<file path="config.mk">
export PLATFORM = sky130hd
export DESIGN_NAME = alu_ctrl_flat
export DESIGN_NICKNAME = d
export VERILOG_FILES = /design/src/rtl/alu_ctrl_if.sv /design/src/rtl/alu_ctrl.sv /design/src/flat_wrapper.sv
export SDC_FILE = /design/constraint.sdc
export NUM_CORES = 1
export LEC_CHECK = 0
export ABC_AREA = 1
export CORE_ASPECT_RATIO = 1.2
export CORE_MARGIN = 2
export CORE_UTILIZATION = 55
export DETAILED_ROUTE_END_ITERATION = 10
export GPL_TIMING_DRIVEN = 0
export MAX_ROUTING_LAYER = met4
export PLACE_DENSITY_LB_ADDON = 0.25
export SLEW_MARGIN = 10
export SYNTH_ARGS = -nofsm -noshare
export SYNTH_HDL_FRONTEND = slang
export SYNTH_SLANG_ARGS = --single-unit
export TNS_END_PERCENT = 50
</file>
<file path="constraint.sdc">
create_clock -name clk -period 2.82 [get_ports clk]
set_input_delay 0.282 -clock clk [delete_from_list [all_inputs] [get_ports clk]]
set_output_delay 0.282 -clock clk [all_outputs]
set_load 0.05 [all_outputs]
</file>
<file path="src/rtl/alu_ctrl_if.sv">
// Instruction and result channels between an instruction source and alu_ctrl.
// The source drives the instruction fields; alu_ctrl drives ready and the result pulse.
interface alu_ctrl_if #(
    parameter int unsigned W   = 8,
    parameter int unsigned OPW = 3,
    parameter int unsigned RW  = 2
);
    logic           instr_valid;
    logic           instr_ready;
    logic [OPW-1:0] instr_op;
    logic [RW-1:0]  instr_rd;
    logic [RW-1:0]  instr_rs;
    logic [W-1:0]   instr_imm;
    logic           res_valid;
    logic [RW-1:0]  res_rd;
    logic [W-1:0]   res_data;

    modport master (
        output instr_valid, instr_op, instr_rd, instr_rs, instr_imm,
        input  instr_ready, res_valid, res_rd, res_data
    );

    modport slave (
        input  instr_valid, instr_op, instr_rd, instr_rs, instr_imm,
        output instr_ready, res_valid, res_rd, res_data
    );
endinterface

</file>
<file path="src/rtl/alu_ctrl.sv">
// Execute controller: reads operands from a local register file, issues them to an
// external combinational ALU, and writes the result and Zero/Sign flags back.
module alu_ctrl #(
    parameter int unsigned W    = 8,
    parameter int unsigned OPW  = 3,
    parameter int unsigned NREG = 4,
    localparam int unsigned RW  = $clog2(NREG)
) (
    input  logic           clk,
    input  logic           rst_n,
    alu_ctrl_if.slave      bus,
    output logic [W-1:0]   alu_a,
    output logic [W-1:0]   alu_b,
    output logic [OPW-1:0] alu_op,
    input  logic [W-1:0]   alu_out,
    input  logic           alu_zero,
    input  logic           alu_sign,
    output logic           flag_z,
    output logic           flag_s,
    output logic           err,
    input  logic [RW-1:0]  dbg_sel,
    output logic [W-1:0]   dbg_data
);
    localparam logic [OPW-1:0] OP_ADD = OPW'(0);
    localparam logic [OPW-1:0] OP_SHR = OPW'(1);
    localparam logic [OPW-1:0] OP_SHL = OPW'(2);
    localparam logic [OPW-1:0] OP_XOR = OPW'(3);
    localparam logic [OPW-1:0] OP_LDI = OPW'(4);

    typedef enum logic {IDLE, EXEC} state_t;

    state_t          state, state_nx;
    logic [W-1:0]    rf [NREG];
    logic [RW-1:0]   issue_rd;

    logic            rf_we;
    logic [RW-1:0]   rf_wa;
    logic [W-1:0]    rf_wd;
    logic            flag_we;
    logic            fz_nx, fs_nx;
    logic            issue_ld;
    logic            err_nx;
    logic            clamp;

    assign dbg_data = rf[dbg_sel];

    // Next state, writeback selection and issue control
    always_comb begin
        state_nx = state;
        rf_we    = 1'b0;
        rf_wa    = bus.instr_rd;
        rf_wd    = bus.instr_imm;
        flag_we  = 1'b0;
        fz_nx    = flag_z;
        fs_nx    = flag_s;
        issue_ld = 1'b0;
        err_nx   = 1'b0;
        // Shifts by W or more have an ALU-defined result; force a clean zero instead
        clamp    = ((alu_op == OP_SHR) || (alu_op == OP_SHL)) && (32'(alu_b) >= W);
        case (state)
            IDLE: begin
                if (bus.instr_valid && bus.instr_ready) begin
                    case (bus.instr_op)
                        OP_ADD, OP_SHR, OP_SHL, OP_XOR: begin
                            issue_ld = 1'b1;
                            state_nx = EXEC;
                        end
                        OP_LDI:  rf_we  = 1'b1;
                        default: err_nx = 1'b1;
                    endcase
                end
            end
            EXEC: begin
                state_nx = IDLE;
                rf_we    = 1'b1;
                rf_wa    = issue_rd;
                flag_we  = 1'b1;
                if (clamp) begin
                    rf_wd = '0;
                    fz_nx = 1'b1;
                    fs_nx = 1'b0;
                end else begin
                    rf_wd = alu_out;
                    fz_nx = alu_zero;
                    fs_nx = alu_sign;
                end
            end
            default: state_nx = IDLE;
        endcase
    end

    // Control state, issue registers, flags and result pulse
    always_ff @(posedge clk or negedge rst_n) begin
        if (!rst_n) begin
            state           <= IDLE;
            bus.instr_ready <= 1'b1;
            alu_a           <= '0;
            alu_b           <= '0;
            alu_op          <= '0;
            issue_rd        <= '0;
            flag_z          <= 1'b0;
            flag_s          <= 1'b0;
            err             <= 1'b0;
            bus.res_valid   <= 1'b0;
            bus.res_rd      <= '0;
            bus.res_data    <= '0;
        end else begin
            state           <= state_nx;
            bus.instr_ready <= (state_nx == IDLE);
            err             <= err_nx;
            bus.res_valid   <= rf_we;
            if (issue_ld) begin
                alu_a    <= rf[bus.instr_rd];
                alu_b    <= rf[bus.instr_rs];
                alu_op   <= bus.instr_op;
                issue_rd <= bus.instr_rd;
            end
            if (flag_we) begin
                flag_z <= fz_nx;
                flag_s <= fs_nx;
            end
            if (rf_we) begin
                bus.res_rd   <= rf_wa;
                bus.res_data <= rf_wd;
            end
        end
    end

    // Register file
    always_ff @(posedge clk or negedge rst_n) begin
        if (!rst_n) begin
            for (int unsigned i = 0; i < NREG; i++) rf[i] <= '0;
        end else if (rf_we) begin
            rf[rf_wa] <= rf_wd;
        end
    end
endmodule

</file>
<file path="src/flat_wrapper.sv">
// flat-port wrapper written by rule: the top's interface ports become plain ports
module alu_ctrl_flat 
#(
    parameter int unsigned W    = 8,
    parameter int unsigned OPW  = 3,
    parameter int unsigned NREG = 4,
    localparam int unsigned RW  = $clog2(NREG)
)
  (clk, rst_n, alu_a, alu_b, alu_op, alu_out, alu_zero, alu_sign, flag_z, flag_s, err, dbg_sel, dbg_data, bus_instr_valid, bus_instr_op, bus_instr_rd, bus_instr_rs, bus_instr_imm, bus_instr_ready, bus_res_valid, bus_res_rd, bus_res_data);
  alu_ctrl_if #(.W(W), .OPW(OPW)) bus_i ();
  input  logic clk;
  input  logic rst_n;
  output logic [W-1:0] alu_a;
  output logic [W-1:0] alu_b;
  output logic [OPW-1:0] alu_op;
  input  logic [W-1:0] alu_out;
  input  logic alu_zero;
  input  logic alu_sign;
  output logic flag_z;
  output logic flag_s;
  output logic err;
  input  logic [RW-1:0] dbg_sel;
  output logic [W-1:0] dbg_data;
  input wire logic [$bits(bus_i.instr_valid)-1:0] bus_instr_valid;
  input wire logic [$bits(bus_i.instr_op)-1:0] bus_instr_op;
  input wire logic [$bits(bus_i.instr_rd)-1:0] bus_instr_rd;
  input wire logic [$bits(bus_i.instr_rs)-1:0] bus_instr_rs;
  input wire logic [$bits(bus_i.instr_imm)-1:0] bus_instr_imm;
  output wire logic [$bits(bus_i.instr_ready)-1:0] bus_instr_ready;
  output wire logic [$bits(bus_i.res_valid)-1:0] bus_res_valid;
  output wire logic [$bits(bus_i.res_rd)-1:0] bus_res_rd;
  output wire logic [$bits(bus_i.res_data)-1:0] bus_res_data;
  assign bus_i.instr_valid = bus_instr_valid;
  assign bus_i.instr_op = bus_instr_op;
  assign bus_i.instr_rd = bus_instr_rd;
  assign bus_i.instr_rs = bus_instr_rs;
  assign bus_i.instr_imm = bus_instr_imm;
  assign bus_instr_ready = bus_i.instr_ready;
  assign bus_res_valid = bus_i.res_valid;
  assign bus_res_rd = bus_i.res_rd;
  assign bus_res_data = bus_i.res_data;
  alu_ctrl #(.W(W), .OPW(OPW), .NREG(NREG)) u_core (.clk(clk), .rst_n(rst_n), .bus(bus_i), .alu_a(alu_a), .alu_b(alu_b), .alu_op(alu_op), .alu_out(alu_out), .alu_zero(alu_zero), .alu_sign(alu_sign), .flag_z(flag_z), .flag_s(flag_s), .err(err), .dbg_sel(dbg_sel), .dbg_data(dbg_data));
endmodule
</file>
## After elaboration in Yosys (flattened, before gate mapping)

Cells that the tools add are included.

| word-level totals | value |
|---|---|
| register bits | 69 |
| bits of input ports | 30 |
| output and inout bits | 42 |
| word-level logic and storage cells | 70 |

| operators by class | value |
|---|---|
| order comparisons | 6 |
| equality and inequality tests | 6 |
| multiplexer cells | 28 |
| bitwise operators | 6 |
| reductions and logical operators | 8 |

Operator list:

| cell | number |
|---|---|
| 2-to-1 mux 8 bit | 9 |
| binary-select mux 8 bit (select 2 bit) | 3 |
| bitwise mux 32 bit | 1 |
| demux 8 bit (select 2 bit) | 1 |
| >= comparator 3 bit, second input constant | 4 |
| inverter 2 -> 3 bit | 4 |
| 2-to-1 mux 1 bit | 11 |
| equality test 3 x 2 -> 1 bit, second input constant | 3 |
| >= comparator 8 x 4 -> 1 bit, second input constant | 1 |
| equality test 3 x 1 -> 1 bit, second input constant | 2 |
| OR reduction 5 bit | 1 |
| case mux 1 bit (2 select lines) | 2 |
| OR reduction 4 bit | 1 |
| equality test 3 bit, second input constant | 1 |
| logical AND 1 bit | 3 |
| logical NOT 3 bit | 1 |
| less-than comparator 3 x 1 -> 1 bit, second input constant | 1 |
| 2-to-1 mux 2 bit | 1 |
| inverter 1 bit | 2 |
| AND reduction 2 bit | 1 |
| logical OR 1 bit | 1 |

## Logic depth before layout (Yosys ltp)

Gate-level depths: netlist of the first run.

| logic depth | value |
|---|---|
| depth in word-level cells | 7 |
| depth in mapped cells | 9 |
| mapped depth without buffers | 8 |

## Worst setup path after synthesis of the first run

Ideal clock, no wire load.

| timing path | value |
|---|---|
| path kind | input to output |
| from | input port dbg_sel[0] |
| to | output port dbg_data[6] |
| arrival | 1801 ps |
| required time | 2538 ps |
| path slack | 737 ps |
| stages | 6 |
| buffers on the path | 2 |
| cell sequence | clkbuf_1 -> inv_1 -> clkbuf_1 -> o21ai_0 -> a21oi_1 -> a21oi_1 |

| on the way | value |
|---|---|
| word-level cells in the longest chain between the ends | 4 |

RTL lines:

| element | line | RTL |
|---|---|---|
| from (decl) | flat_wrapper.sv:22 | `input logic [RW-1:0] dbg_sel;` |
| inverter 2 -> 3 bit (not written as such) | alu_ctrl.sv:45 | `assign dbg_data = rf[dbg_sel];` |
| binary-select mux 8 bit (select 2 bit) | alu_ctrl.sv:45 |  |
| 2-to-1 mux 8 bit (not written as such) (2 in series) | alu_ctrl.sv:45 |  |
| to (decl) | flat_wrapper.sv:23 | `output logic [W-1:0] dbg_data;` |

No other way between the ends. The select of a mux whose other input is x is not followed.

## Worst setup path after layout of the first run

| timing path | value |
|---|---|
| from | input port dbg_sel[1] |
| to | output port dbg_data[6] |

The elaborated chain is that of the path after synthesis.

==> out/summary.txt, run 1 <==
Setup violators final - 0
Crit path launch - dbg_sel[1]
Reg2Reg Capture Point - u_core.rf[3]
Post-layout min period - 2.634 ns
Switching share of power - 0.4302
Layout cell share with drive strength beyond 1 - 0.05354
Share of the synthesized area in the top cell type - 0.4883
Vias in the first global route - 3446
Flop pwr share - 0.408
Total die area - 0.006991 mm2
Worst-case reg-to-reg path depth - 8
First-pass GRT wire length - 16.88 mm
Final HPWL DP - 7.263 mm
CTS Sinks - 69
Max-cap violations - 0
Routed WL per cell - 15.45 um
Input/output buffers - 68
RR Startpoint - u_core.bus.instr_ready
Die Y - 91.20 um
DR iter-0 viols - 339
Detailed-route via count - 3598
Peak supply drop - 571.7 uV
Worst-Skew Late Latency - 0.35 ns
Total iterations of the first detailed-routing run - 7
Initial antenna violation count - 0
Design Power - 3.661 mW
Register area share after synthesis - 0.4959
Gr usage total - 0.3183
Cell area after synthesis - 0.003485 mm2
Nets - 604
Synth warnings - 0
Switch Pwr - 1.575 mW
Critical path type - in2out
RSZ-0062 raised after global routing - no
Slew @ Worst Pin - 0.5107 ns
Clk_skew - 0.007671 ns
Routed Antenna Nets - 0
Clock buffer depth - 2
Row count - 31
Root Buffer - clkbuf_8
Ys async rst share - 1.000
Core ar. - 0.006090 mm2
Worst-path clk slew - 0.07 ns
Status - completed
Synth top area cells - dfrtp_1 (49%), nand2_1 (25%), o21ai_0 (8.3%)
Worst-path maximum fanout - 10
Syn-to-layout area delta - 28.58%
Comb pwr share - 0.390
FMAX - 379.6 MHz
Worst reg-to-reg setup slack - 0.96 ns
CTS tree - built
Main synth FF type - dfrtp_1
Top Ports - 72
Fin. Hold Viols - 0
WL final - 10.21 mm
WP data arrival - 2.35 ns
Tcrit/Tclk final - 0.9341
Total negative slack - 0 ns
Fin util - 0.7358
Initial Utilization - 0.5722
H-tree levels - 3
Worst path max stage delay - 0.84 ns
EDFF count, synth - 0
Post-synthesis register bit count - 69
Crit end category - primary output
CTS resizes - 0
Top-count cell post-synth - nand2_1
Critical Path End - dbg_data[6]
Worst rel slew slack - 0.6585
Critical Path Start Type - input port
Die W - 76.66 um
Cts bufs inserted - 9
Post-Syn Nets - 523
Clock power share - 0.202
DRC Markers - 0
Fill count - 487
Slowest-stage cell, CP - clkdlybuf4s50_1
Max-slew violation count - 0
Most instantiated cells after synthesis - nand2_1 (235), dfrtp_1 (68), o21ai_0 (58)
Vias/cell - 5.443
Syn Area/Cell - 7.068 um2
Gate Count Post-Synth - 493
Pint - 2.086 mW
RePlAce Congestion - 0.9005
Largest net degree at the start of global routing - 69
Worst-path cell chain - clkdlybuf4s50_1 -> inv_1 -> clkbuf_1 -> a21oi_1 -> a21oi_1 -> clkdlybuf4s50_1
Critical Path RT - 2.54 ns
Top cell type by total area after synthesis - dfrtp_1
Power density over the cells - 817.0 mW/mm2
Ant diodes - 0
Min-Delay Path Class - in2async
Number of distinct library cells after synthesis - 16
GRT overflow - 0
P_leak - 2.261 nW
placed cells by master, fill, tap and decap left out, types with 2 or more instances in the layout:
master and count:
nor2_1 22, inv_1 27, buf_2 2, clkbuf_8 11
nor2_2 4, clkinv_2 3, clkdlybuf4s50_1 67, dfrtp_1 68
a21oi_1 41, inv_2 5, nand3_1 7, clkbuf_1 19
o21ai_0 58, nand2_1 235, o211ai_1 2
worst max-delay path: cells and delay by family:
family / cells / cell delay, ns
AOI/OAI and AO/OA: 2 / 0.30
buffers and inverters: 4 / 1.77
power groups by stage:
stage | combinational, mW | clock, mW | sequential [mW]
after global placement | 1.38 | 0 | 1.49
after CTS | 1.42 | 0.734 | 1.48
after global routing | 1.54 | 0.781 | 1.52
after floorplan | 0.568 | 0 | 1.80
after detailed placement | 1.41 | 0 | 1.50
final | 1.43 | 0.741 | 1.49
flip-flops by register name, indices dropped and copies added, names as in the netlist:
signal                  count
u_core.bus.res_data         8
u_core.state                1
u_core.flag_z               1
u_core.bus.instr_ready      1
u_core.bus.res_valid        1
u_core.err                  1
u_core.alu_op               3
u_core.bus.res_rd           2
u_core.alu_a                8
u_core.alu_b                8
u_core.flag_s               1
u_core.rf                  32
u_core.issue_rd             2
area by class of cell:
cell class / instances / area [um2] / area share
Buffer: 20 / 77.57 / 0.01731
Clock buffer: 12 / 155.1 / 0.03463
Clock inverter: 4 / 22.52 / 0.005027
Inverter: 32 / 120.1 / 0.02681
Multi-Input combinational cell: 372 / 1559 / 0.3479
Sequential cell: 69 / 1728 / 0.3856
Tap cell: 82 / 102.6 / 0.02290
Timing Repair Buffer: 70 / 715.7 / 0.1597
kinds of logic (layout without fill, tap and decap cells):
logic type | Yosys count | after routing | share of synthesized area
AO/OA/AOI/OAI | 102 | 102 | 0.1490
buffers and inverters | 52 | 138 | 0.05673
flip-flops | 69 | 69 | 0.4959
AND/OR/NAND/NOR | 270 | 270 | 0.2984
metrics by stage:
stage	setup WS (ns)	instances	instance area, um2	hold WS [ns]
3_5_place_dp	0.2358	644	4293	0.08014
3_3_place_gp	-0.6829	643	4268	0.4614
4_1_cts	0.2251	661	4481	0.2621
5_1_grt	0.009772	661	4481	0.2745
6_report	0.1859	661	4481	0.2725
2_1_floorplan	0.7374	493	3485	-0.01359
metal layers:
layer | up-vias | routed length [um] | track usage
li1 | 1726 | - | -
met1 | 1662 | 4255 | 0.4042
met2 | 177 | 4982 | 0.4971
met3 | 33 | 664 | 0.04473
met4 | 0 | 309 | 0.1667
met5 | - | 0 | -
worst min path at each step:
stage                     from               end  slack, ns  cells past startpoint
2_1_floorplan            rst_n   u_core.alu_a[0]      -0.01                      0
3_3_place_gp   u_core.alu_a[4]   u_core.alu_a[4]       0.46                      2
3_5_place_dp             rst_n  u_core.alu_op[2]       0.08                      1
4_1_cts                  rst_n  u_core.alu_op[2]       0.26                      2
5_1_grt                  rst_n  u_core.alu_op[2]       0.27                      2
6_report                 rst_n  u_core.alu_op[2]       0.27                      2
repair_timing:
action / in CTS / in global routing
setup buffers: 0 / 0
endpoints found under the hold margin: 68 / 0
hold buffers: 1 / 0
Note: power is estimated with default switching activity, not from simulation.
==> inputs of run 2 (changes only) <==
--- a/config.mk
+++ b/config.mk
@@ -13,6 +13,7 @@
 export GPL_TIMING_DRIVEN = 0
 export MAX_ROUTING_LAYER = met4
 export PLACE_DENSITY_LB_ADDON = 0.25
+export SETUP_SLACK_MARGIN = 0.3
 export SLEW_MARGIN = 10
 export SYNTH_ARGS = -nofsm -noshare
 export SYNTH_HDL_FRONTEND = slang
==> constraint.sdc (replaced) <==
create_clock -name clk -period 2.82 [get_ports clk]
set_input_delay 0.564 -clock clk [delete_from_list [all_inputs] [get_ports clk]]
set_output_delay 0.564 -clock clk [all_outputs]
set_load 0.05 [all_outputs]
==> out/summary.txt, run 2 (synthesis gave the netlist of run 1 again) <==
Max FFs per register - 32 (unchanged)
CTS Sinks - 69 (unchanged)
Worst-case reg-to-reg path depth - 8 (unchanged)
Setup bufs post-CTS - 0 (unchanged)
H-tree levels - 3 (unchanged)
Worst rel slew slack - 0.6584 (about the same)
Tcrit/Tclk final - 0.8880 (-0.04606)
Detailed-route via count - 3570 (-0.78%)
Fin. Hold Viols - 0 (unchanged)
Worst-path maximum fanout - 10 (unchanged)
Top Ports - 72 (unchanged)
RePlAce Congestion - 0.9668 (+7.4%)
CTS tree - built
Worst-path clk slew - 0.08 ns (about the same)
WP data arrival - 1.94 ns (-0.41 ns)
Routed WL per cell - 15.05 um (-2.6%)
Input/output buffers - 68 (unchanged)
Clock buffer depth - 2 (unchanged)
WL final - 9.933 mm (-2.7%)
Layout cell share with drive strength beyond 1 - 0.08131 (+0.02777)
First-pass GRT wire length - 16.66 mm (-1.3%)
Total die area - 0.006991 mm2 (unchanged)
Max-cap violations - 0 (unchanged)
DR iter-0 viols - 338 (-0.29%)
Reg2Reg Capture Point - u_core.rf[6]
Final instance area - 0.004458 mm2 (-0.50%)
Initial antenna violation count - 0 (unchanged)
Nets - 603 (-0.17%)
DP Area - 0.004308 mm2 (+0.35%)
Initial Utilization - 0.5722 (unchanged)
Critical path type - in2out
Critical Path Start Type - input port
Worst reg-to-reg setup slack - 0.96 ns (about the same)
Cts bufs inserted - 9 (unchanged)
Final HPWL DP - 7.331 mm (+0.94%)
Hold_buf cts - 0 (-1)
Row count - 31 (unchanged)
FMAX - 399.3 MHz (+5.2%)
Status - completed
Routed Antenna Nets - 0 (unchanged)
Vias in the first global route - 3320 (-3.7%)
Power density over the cells - 812.0 mW/mm2 (-0.61%)
Design Power - 3.620 mW (-1.1%)
Max-slew violation count - 0 (unchanged)
Vias/cell - 5.409 (-0.63%)
Peak supply drop - 603.9 uV (+5.6%)
Critical Path RT - 2.26 ns (-0.28 ns)
Slew @ Worst Pin - 0.5107 ns (+0.00003850 ns)
Total iterations of the first detailed-routing run - 7 (unchanged)
P_leak - 2.265 nW (+0.19%)
Largest net degree at the start of global routing - 56 (-19%)
GRT overflow - 0 (unchanged)
Most common cell after layout, fill and taps aside - nand2_1
Crit path launch - dbg_sel[1]
DRC Markers - 0 (unchanged)
Root Buffer - clkbuf_8
Min-Delay Path Class - in2async
Syn-to-layout area delta - 27.94%
Clk_skew - 0.007740 ns (+0.00006905 ns)
Die W - 76.66 um (unchanged)
Core ar. - 0.006090 mm2 (unchanged)
Crit end category - primary output
Non-Filler Instances - 660 (-0.15%)
Most flop-heavy register - u_core.rf
Post-layout min period - 2.504 ns (-0.1299 ns)
Worst-Skew Late Latency - 0.35 ns (about the same)
Setup violators final - 0 (unchanged)
Gr usage total - 0.3106 (-0.007649)
RR Startpoint - u_core.bus.instr_ready
Ant diodes - 0 (unchanged)
RSZ-0062 raised after global routing - yes
# placed instances - 644 (unchanged)
Die Y - 91.20 um (unchanged)
Most frequent cells in the layout - nand2_1 (235), dfrtp_1 (68), clkdlybuf4s50_1 (59), o21ai_0 (58), a21oi_1 (37)
==> run 2: worst max path at each step <==
stage	end	cells past startpoint
2_1_floorplan	dbg_data[7]	5
3_3_place_gp	u_core.rf[26]	1
3_5_place_dp	dbg_data[7]	6
4_1_cts	dbg_data[7]	6
5_1_grt	dbg_data[2]	6
6_report	dbg_data[2]	6
==> run 2: layer usage <==
metal  vias up  share of wire  global-route usage
met3        28          0.063             0.03181
met4         0          0.025              0.1227
li1       1723              -                   -
met1      1662           0.42              0.4120
met2       157           0.49              0.4942
met5         -              0                   -
==> run 2: timing repair <==
item,4_1_cts,5_1_grt
resized for setup,33,12
pin swaps,0,0
endpoints found under the setup margin,8,8
==> run 2: per-stage QoR <==
stage	util	hold slack [ns]	setup WS, ns	setup TNS [ns]
after floorplan	-	0.2684	0.2633	0
after global placement	0.7033	0.4606	-1.032	-72.14
after detailed placement	0.7074	0.4441	-0.3063	-2.282
after CTS	0.7356	0.07871	0.2688	0
after global routing	0.7321	0.08738	0.2331	0
final	0.7321	0.06732	0.3158	0
==> run 2: final cells by class <==
cell class,instances,area [um2]
flip-flops and latches,69,1728
clock inverters,7,51.30
fillers,491,1632
well taps,82,102.6
multi-input cells,372,1574
clock buffers,9,123.9
plain buffers,20,83.83
inverters,32,120.1
repair buffers,69,674.4
==> run 2: where the power goes <==
group	total (mW)	internal [mW]	switching [mW]
Combinational	1.41	0.454	0.957
Clock	0.724	0.321	0.403
Sequential	1.48	1.25	0.234
==> run 2: worst max-delay path, cell delays in order <==
cell and delay, ns:
clkdlybuf4s50_1 0.39, inv_1 0.16, clkbuf_4 0.24, a21oi_1 0.05, a21oi_1 0.14, clkdlybuf4s15_2 0.39
